<file path="config.mk">
export PLATFORM = sky130hd
export DESIGN_NAME = dds_sweep_ctrl_flat
export DESIGN_NICKNAME = d
export VERILOG_FILES = /design/src/rtl/dds_sweep_ctrl_if.sv /design/src/rtl/dds_sweep_ctrl.sv /design/src/flat_wrapper.sv
export SDC_FILE = /design/constraint.sdc
export NUM_CORES = 1
export LEC_CHECK = 0
export ABC_AREA = 1
export BUFFER_PORTS_ARGS = -buffer_cell sky130_fd_sc_hd__clkbuf_2
export CAP_MARGIN = 20
export CORE_MARGIN = 2
export CORE_UTILIZATION = 49
export CTS_BUF_LIST = sky130_fd_sc_hd__clkbuf_2 sky130_fd_sc_hd__clkbuf_4 sky130_fd_sc_hd__clkbuf_8
export DETAILED_ROUTE_END_ITERATION = 6
export GPL_ROUTABILITY_DRIVEN = 0
export HOLD_SLACK_MARGIN = 0.03
export PLACE_DENSITY = 0.71
export SYNTH_ARGS = -nofsm -noshare
export SYNTH_HDL_FRONTEND = slang
export SYNTH_SLANG_ARGS = --single-unit
</file>
<file path="constraint.sdc">
create_clock -name clk -period 2.5 [get_ports clk]
set_input_delay 0.25 -clock clk [delete_from_list [all_inputs] [get_ports clk]]
set_output_delay 0.25 -clock clk [all_outputs]
set_load 0.02 [all_outputs]
</file>
<file path="src/rtl/dds_sweep_ctrl_if.sv">
// ---------------------------------------------------------------------------
// dds_sweep_ctrl_if
//   Bundle of the sweep controller's request/configuration inputs and its
//   DDS-facing outputs.
//
//   Ports (i_ = into the controller, o_ = out of the controller):
//     i_start      sweep launch request
//     i_abort      sweep cancel request
//     i_repeat_en  restart from start_inc after the stop_inc dwell
//     i_start_inc  first phase increment of the sweep   [INC_W]
//     i_stop_inc   last phase increment of the sweep    [INC_W]
//     i_step_inc   unsigned increment change per step   [INC_W]
//     i_dwell      cycles each increment is held        [DWELL_W]
//     o_phase_inc  registered phase-increment word      [INC_W]
//     o_load_freq  one-cycle pulse when o_phase_inc holds a new value
//     o_busy       high while a sweep is active
//     o_done       one-cycle pulse on single-sweep completion
//
//   master: the side that drives requests/configuration (host, testbench)
//   slave : the sweep controller itself
// ---------------------------------------------------------------------------
interface dds_sweep_ctrl_if #(
    parameter int INC_W   = 8,
    parameter int DWELL_W = 16
);
    logic               i_start;
    logic               i_abort;
    logic               i_repeat_en;
    logic [INC_W-1:0]   i_start_inc;
    logic [INC_W-1:0]   i_stop_inc;
    logic [INC_W-1:0]   i_step_inc;
    logic [DWELL_W-1:0] i_dwell;

    logic [INC_W-1:0]   o_phase_inc;
    logic               o_load_freq;
    logic               o_busy;
    logic               o_done;

    modport master (
        output i_start, i_abort, i_repeat_en,
        output i_start_inc, i_stop_inc, i_step_inc, i_dwell,
        input  o_phase_inc, o_load_freq, o_busy, o_done
    );

    modport slave (
        input  i_start, i_abort, i_repeat_en,
        input  i_start_inc, i_stop_inc, i_step_inc, i_dwell,
        output o_phase_inc, o_load_freq, o_busy, o_done
    );
endinterface

</file>
<file path="src/rtl/dds_sweep_ctrl.sv">
// ---------------------------------------------------------------------------
// dds_sweep_ctrl
//   Frequency-sweep sequencer for a DDS. On launch it latches a sweep
//   configuration and issues a series of phase-increment words, stepping
//   from start_inc toward stop_inc by step_inc, holding each word for a
//   programmable dwell. The last word is clamped to stop_inc exactly.
//   Optionally the sweep repeats indefinitely until aborted.
//
//   Ports:
//     clk    system clock, all state changes on its rising edge
//     reset  synchronous reset, active-high
//     bus    dds_sweep_ctrl_if.slave (see interface header for signals)
// ---------------------------------------------------------------------------
module dds_sweep_ctrl #(
    parameter int INC_W   = 8,
    parameter int DWELL_W = 16
) (
    input  logic           clk,
    input  logic           reset,
    dds_sweep_ctrl_if.slave bus
);

    localparam logic [1:0] S_IDLE  = 2'd0;
    localparam logic [1:0] S_ISSUE = 2'd1;
    localparam logic [1:0] S_DWELL = 2'd2;

    // Next increment toward stop, clamped to stop. The up path is computed
    // one bit wider so a carry out of INC_W bits is caught as a clamp rather
    // than wrapping; the down path clamps on borrow.
    function automatic logic [INC_W-1:0] f_next_inc(
        input logic [INC_W-1:0] cur,
        input logic [INC_W-1:0] step,
        input logic [INC_W-1:0] stop,
        input logic             up
    );
        logic [INC_W:0]   sum;
        logic [INC_W-1:0] diff;
        sum  = {1'b0, cur} + {1'b0, step};
        diff = cur - step;
        if (up) begin
            f_next_inc = (sum >= {1'b0, stop}) ? stop : sum[INC_W-1:0];
        end else begin
            f_next_inc = ((cur < step) || (diff <= stop)) ? stop : diff;
        end
    endfunction

    logic [1:0]         r_state;
    logic [INC_W-1:0]   r_phase;
    logic               r_load;
    logic               r_busy;
    logic               r_done;
    logic [DWELL_W-1:0] r_cnt;

    // Configuration captured at launch; inputs are ignored afterwards.
    logic [INC_W-1:0]   r_cfg_start;
    logic [INC_W-1:0]   r_cfg_stop;
    logic [INC_W-1:0]   r_cfg_step;
    logic [DWELL_W-1:0] r_cfg_d;
    logic               r_cfg_rep;
    logic               r_cfg_up;

    logic [DWELL_W-1:0] w_launch_d;
    logic               w_dwell_end;
    logic               w_at_stop;
    logic [INC_W-1:0]   w_next;

    // A dwell of zero behaves as one cycle per word.
    assign w_launch_d = (bus.i_dwell == '0) ? DWELL_W'(1) : bus.i_dwell;

    // The ISSUE cycle is the first cycle of every dwell, so DWELL only covers
    // the remaining D-1 cycles. With D=1 the dwell ends in ISSUE itself.
    assign w_dwell_end = ((r_state == S_ISSUE) && (r_cfg_d == DWELL_W'(1))) ||
                         ((r_state == S_DWELL) && (r_cnt == '0));

    assign w_at_stop   = (r_phase == r_cfg_stop);
    assign w_next      = f_next_inc(r_phase, r_cfg_step, r_cfg_stop, r_cfg_up);

    always_ff @(posedge clk) begin
        if (reset) begin
            r_state     <= S_IDLE;
            r_phase     <= INC_W'(1);
            r_load      <= 1'b0;
            r_busy      <= 1'b0;
            r_done      <= 1'b0;
            r_cnt       <= '0;
            r_cfg_start <= '0;
            r_cfg_stop  <= '0;
            r_cfg_step  <= '0;
            r_cfg_d     <= '0;
            r_cfg_rep   <= 1'b0;
            r_cfg_up    <= 1'b0;
        end else if (bus.i_abort) begin
            // Abort beats start, a pending step and a pending completion.
            r_state <= S_IDLE;
            r_load  <= 1'b0;
            r_busy  <= 1'b0;
            r_done  <= 1'b0;
        end else begin
            r_load <= 1'b0;
            r_done <= 1'b0;
            case (r_state)
                S_IDLE: begin
                    // Also reached in the done cycle, so a start sampled
                    // alongside done relaunches immediately.
                    if (bus.i_start) begin
                        r_cfg_start <= bus.i_start_inc;
                        r_cfg_stop  <= bus.i_stop_inc;
                        r_cfg_step  <= bus.i_step_inc;
                        r_cfg_d     <= w_launch_d;
                        r_cfg_rep   <= bus.i_repeat_en;
                        r_cfg_up    <= (bus.i_stop_inc >= bus.i_start_inc);
                        r_phase     <= bus.i_start_inc;
                        r_load      <= 1'b1;
                        r_busy      <= 1'b1;
                        r_state     <= S_ISSUE;
                    end
                end

                S_ISSUE, S_DWELL: begin
                    if (w_dwell_end) begin
                        if (w_at_stop) begin
                            if (r_cfg_rep) begin
                                r_phase <= r_cfg_start;
                                r_load  <= 1'b1;
                                r_state <= S_ISSUE;
                            end else begin
                                r_done  <= 1'b1;
                                r_busy  <= 1'b0;
                                r_state <= S_IDLE;
                            end
                        end else if (r_cfg_step == '0) begin
                            // Zero step can never reach stop: park on the
                            // current word until aborted.
                            r_cnt   <= '0;
                            r_state <= S_DWELL;
                        end else begin
                            r_phase <= w_next;
                            r_load  <= 1'b1;
                            r_state <= S_ISSUE;
                        end
                    end else if (r_state == S_ISSUE) begin
                        r_cnt   <= r_cfg_d - DWELL_W'(2);
                        r_state <= S_DWELL;
                    end else begin
                        r_cnt <= r_cnt - DWELL_W'(1);
                    end
                end

                default: begin
                    r_busy  <= 1'b0;
                    r_state <= S_IDLE;
                end
            endcase
        end
    end

    assign bus.o_phase_inc = r_phase;
    assign bus.o_load_freq = r_load;
    assign bus.o_busy      = r_busy;
    assign bus.o_done      = r_done;

endmodule

</file>
<file path="src/flat_wrapper.sv">
// flat-port wrapper written by rule: the top's interface ports become plain ports
module dds_sweep_ctrl_flat 
#(
    parameter int INC_W   = 8,
    parameter int DWELL_W = 16
)
  (clk, reset, bus_i_start, bus_i_abort, bus_i_repeat_en, bus_i_start_inc, bus_i_stop_inc, bus_i_step_inc, bus_i_dwell, bus_o_phase_inc, bus_o_load_freq, bus_o_busy, bus_o_done);
  dds_sweep_ctrl_if #(.INC_W(INC_W), .DWELL_W(DWELL_W)) bus_i ();
  input  logic clk;
  input  logic reset;
  input wire logic [$bits(bus_i.i_start)-1:0] bus_i_start;
  input wire logic [$bits(bus_i.i_abort)-1:0] bus_i_abort;
  input wire logic [$bits(bus_i.i_repeat_en)-1:0] bus_i_repeat_en;
  input wire logic [$bits(bus_i.i_start_inc)-1:0] bus_i_start_inc;
  input wire logic [$bits(bus_i.i_stop_inc)-1:0] bus_i_stop_inc;
  input wire logic [$bits(bus_i.i_step_inc)-1:0] bus_i_step_inc;
  input wire logic [$bits(bus_i.i_dwell)-1:0] bus_i_dwell;
  output wire logic [$bits(bus_i.o_phase_inc)-1:0] bus_o_phase_inc;
  output wire logic [$bits(bus_i.o_load_freq)-1:0] bus_o_load_freq;
  output wire logic [$bits(bus_i.o_busy)-1:0] bus_o_busy;
  output wire logic [$bits(bus_i.o_done)-1:0] bus_o_done;
  assign bus_i.i_start = bus_i_start;
  assign bus_i.i_abort = bus_i_abort;
  assign bus_i.i_repeat_en = bus_i_repeat_en;
  assign bus_i.i_start_inc = bus_i_start_inc;
  assign bus_i.i_stop_inc = bus_i_stop_inc;
  assign bus_i.i_step_inc = bus_i_step_inc;
  assign bus_i.i_dwell = bus_i_dwell;
  assign bus_o_phase_inc = bus_i.o_phase_inc;
  assign bus_o_load_freq = bus_i.o_load_freq;
  assign bus_o_busy = bus_i.o_busy;
  assign bus_o_done = bus_i.o_done;
  dds_sweep_ctrl #(.INC_W(INC_W), .DWELL_W(DWELL_W)) u_core (.clk(clk), .reset(reset), .bus(bus_i));
endmodule
</file>
==> metrics.md <==
| Metric | Value |
|---|---|
| CP Max Fanout | `5` |
| Most instantiated cells after synthesis | `187 x nand2_1, 107 x nor2_1, 94 x inv_1` |
| Worst skew pair latency | `0.35 ns` |
| Synthesized cell area | `~5500 sq um` |
| Clock period minus worst slack | `2.69 ns` |
| Slew margin rel. | `about two thirds` |
| Pwr dens | `between 600 and 700 nW/um^2` |
| Initial DRC Count | `slightly below 500` |
| Switching power | `0.00174 W` |
| HPWL Detailed | `12.5 mm` |
| Register area share after synthesis | `25.7%` |
| Wire per inst | `15.0 microns` |
| Worst EP arrival | `2.99 ns` |
| Number of synthesized flops with an enable pin | `0` |
| TNS Setup | `-1.15 ns` |
| Setup Viol. Count Final | `8` |
| Syn Nets | `between 900 and 1000` |
| Layout Nets | `1066` |
| N_diodes | `0` |
| Hold Path Depth | `3` |
| DP Cell Count | `1092` |
| First-pass GRT wire length | `approximately 27 mm` |
| Worst setup SP type | `register` |
| Top-count cell post-synth | `nand2_1` |
| Top post-synthesis cells by area | `dfxtp_1 26%, nand2_1 13%, ha_1 11%, nor2_1 7.3%, o21ai_0 6.9%` |
| Clock group share of total power | `24.6%` |
| CP required | `2.79 ns` |
| #FFs+latches synth | `roughly 70` |
| Syn_area_per_cell | `6.37 sq um` |
| Placeable Area | `10900 sq um` |
| Die width | `110 microns` |
| Number of global-route vias before repair | `5562` |
| Final worst slack | `-0.193 ns` |
| Starting Density | `50.6%` |
| Hold_ws | `0.143 ns` |
| Hold WC Path Type | `in -> reg` |
| Total global-route track usage | `approximately 28%` |
| Max clock buf depth | `2` |
| Antenna violations before repair | `0` |
| Post-synth cell types | `41` |
| Period utilization | `108%` |
| Die area | `12200 sq um` |
| Final Core Density | `64.2%` |
| Ys flop type | `dfxtp_1` |
| Final setup skew | `0.0107 ns` |
| Total Routed Length | `16.8 mm` |
| Fin. Hold Viols | `0` |
| Reg2Reg Depth | `19` |
| Worst slew pin tran | `0.471 ns` |
| IO Count | `56` |
| Part of the power in combinational logic | `46.1%` |
| Router iterations before antenna repair | `5` |
| Die span in y | `110 microns` |
| Violated checks | `setup timing` |
| Layout cells sized above 1 | `26.3%` |
| Row cnt | `38` |
| Final Power | `0.00446 W` |
| Vias | `just over 6000` |
| H-tree levels | `3` |
| Synth Instances | `868` |
| CTS tree | `done` |
| Sw Share | `roughly two fifths` |
| Share of the synthesized area in the top cell type | `25.7%` |
| Hold buffers post-CTS | `0` |
| Sequential share of power | `29.3%` |
| Synth-to-Final Area Change | `27.0%` |
| Sink Count | `between 70 and 80` |
| Status | `finished, violations left` |
| Final ANT Viol Nets | `0` |
| Int Power | `0.00272 W` |
| Synth area leader | `dfxtp_1` |
| Max Cap Viol | `0` |
| Clk slew on worst S/H paths | `0.08 ns` |
| Largest net degree at the start of global routing | `50` |
| RSZ-0062 raised after global routing | `true` |
| Async S/R FF share, synth | `0%` |
| Fmax | `between 300 and 400 MHz` |
| Fin cells | `1117` |
| I/O Buffers | `55` |
| Post-route DRC | `0` |
| Leakage Power | `3.36 nW` |
| Max VDD drop | `0.382 mV` |
| Critical path class | `reg -> reg` |
| Gr ovfl total | `0` |
| Clk Tree Root Cell | `clkbuf_8` |
| Synthesis warning total | `0` |
| Num CTS Buffers | `9` |
| Drt via density | `5.44` |
| Critical Path End Type | `register` |
| Count of pins over their slew limit | `0` |
## layout by cell type (no fill, tap or decap), types with 8 or more instances in the layout
master	instances
nand3_2	12
ha_4	14
inv_2	17
clkbuf_2	55
nor2_2	10
inv_1	90
nand2_2	21
a21oi_1	63
clkbuf_8	12
a211oi_1	11
o21ai_0	75
nand3_1	53
buf_4	61
dfxtp_1	59
ha_1	33
nand4_1	19
nor4_1	8
xor2_1	10
nor2_1	102
nand2_1	169
## worst paths after layout
check / slack (ns) / end / from
setup / recovery: -0.19 / u_core.bus.o_phase_inc[7] / u_core.bus.o_phase_inc[0]
hold / removal: 0.14 / u_core.r_cfg_step[0] / bus_i_step_inc[0]
setup reg to reg: -0.19 / u_core.bus.o_phase_inc[7] / u_core.bus.o_phase_inc[0]
hold reg to reg: 0.50 / u_core.r_cnt[1] / u_core.r_cnt[1]
## state kept, by name, indices dropped and copies added (netlist names)
name                    flops
u_core.bus.o_phase_inc      8
u_core.r_cfg_d             16
u_core.r_cfg_start          8
u_core.r_cfg_rep            1
u_core.r_cfg_step           8
u_core.bus.o_load_freq      1
u_core.bus.o_done           1
u_core.r_cfg_stop           8
u_core.r_cfg_up             1
u_core.r_cnt               16
u_core.bus.o_busy           1
u_core.r_state              2
## critical path: stages, from the launching register on
cell and delay [ns]:
dfxtp_4 0.37, inv_4 0.06, ha_4 0.14, inv_4 0.04
fa_2 0.42, nand3_2 0.13, nand3_2 0.08, nand2_2 0.06
inv_2 0.05, ha_4 0.26, nand2_4 0.04, nor2_4 0.10
nand4_1 0.21, nand3_4 0.16, inv_2 0.06, nand2_2 0.07
nand3_1 0.08, nand2_1 0.09, nand2_1 0.07, a21oi_2 0.13
## metrics by stage
step / area (sq um) / setup WS, ns
after global routing: 7020 / -0.381
after detailed placement: 6440 / -0.189
after CTS: 6850 / -0.153
after floorplan: 5720 / 0.00233
after global placement: 6440 / -0.148
final: 7020 / -0.193
## routing by layer
layer / wire length (microns) / vias up / global-route usage [%]
met5: 0 / - / 0
met4: 622 / 0 / 9.73
met3: 837 / 53 / 3.70
met2: 8000 / 203 / 47.8
met1: 7350 / 2750 / 37.1
li1: - / 3067 / -
## power groups by stage
stage	clock (W)	combinational (W)	sequential, W
finish	0.00110	0.00205	0.00131
global route	0.00116	0.00228	0.00132
CTS	0.00111	0.00188	0.00130
detailed placement	0	0.00175	0.00133
global placement	0	0.00173	0.00133
floorplan	0	0.00120	0.00133
## cell type report
type                    instances  area (sq um)
inverters                     114           438
fillers                      1063          3910
clock buffers                  12           165
multi-input cells             659          3970
repair buffers                117           744
flip-flops and latches         71          1450
clock inverters                 4          76.3
well taps                     140           175
## cells by family (layout without fill, tap and decap cells)
group | count (synthesis) | after routing | synth area share, %
DFF | 71 | 71 | 25.7
AOI/OAI and AO/OA | 170 | 170 | 16.4
xor gates and xnor gates | 17 | 17 | 2.69
and+or+nand+nor | 421 | 423 | 33.9
adders and majority gates | 49 | 49 | 11.4
buffers and inverters | 140 | 247 | 9.91
## repair_timing
item,in CTS,in global routing
buffers inserted,4,3
gates cloned,2,0
gates resized for setup,29,33
pin swaps,38,31
setup endpoints to repair,8,8
endpoints found under the hold margin,0,0
Note: power is estimated with default switching activity, not from simulation.
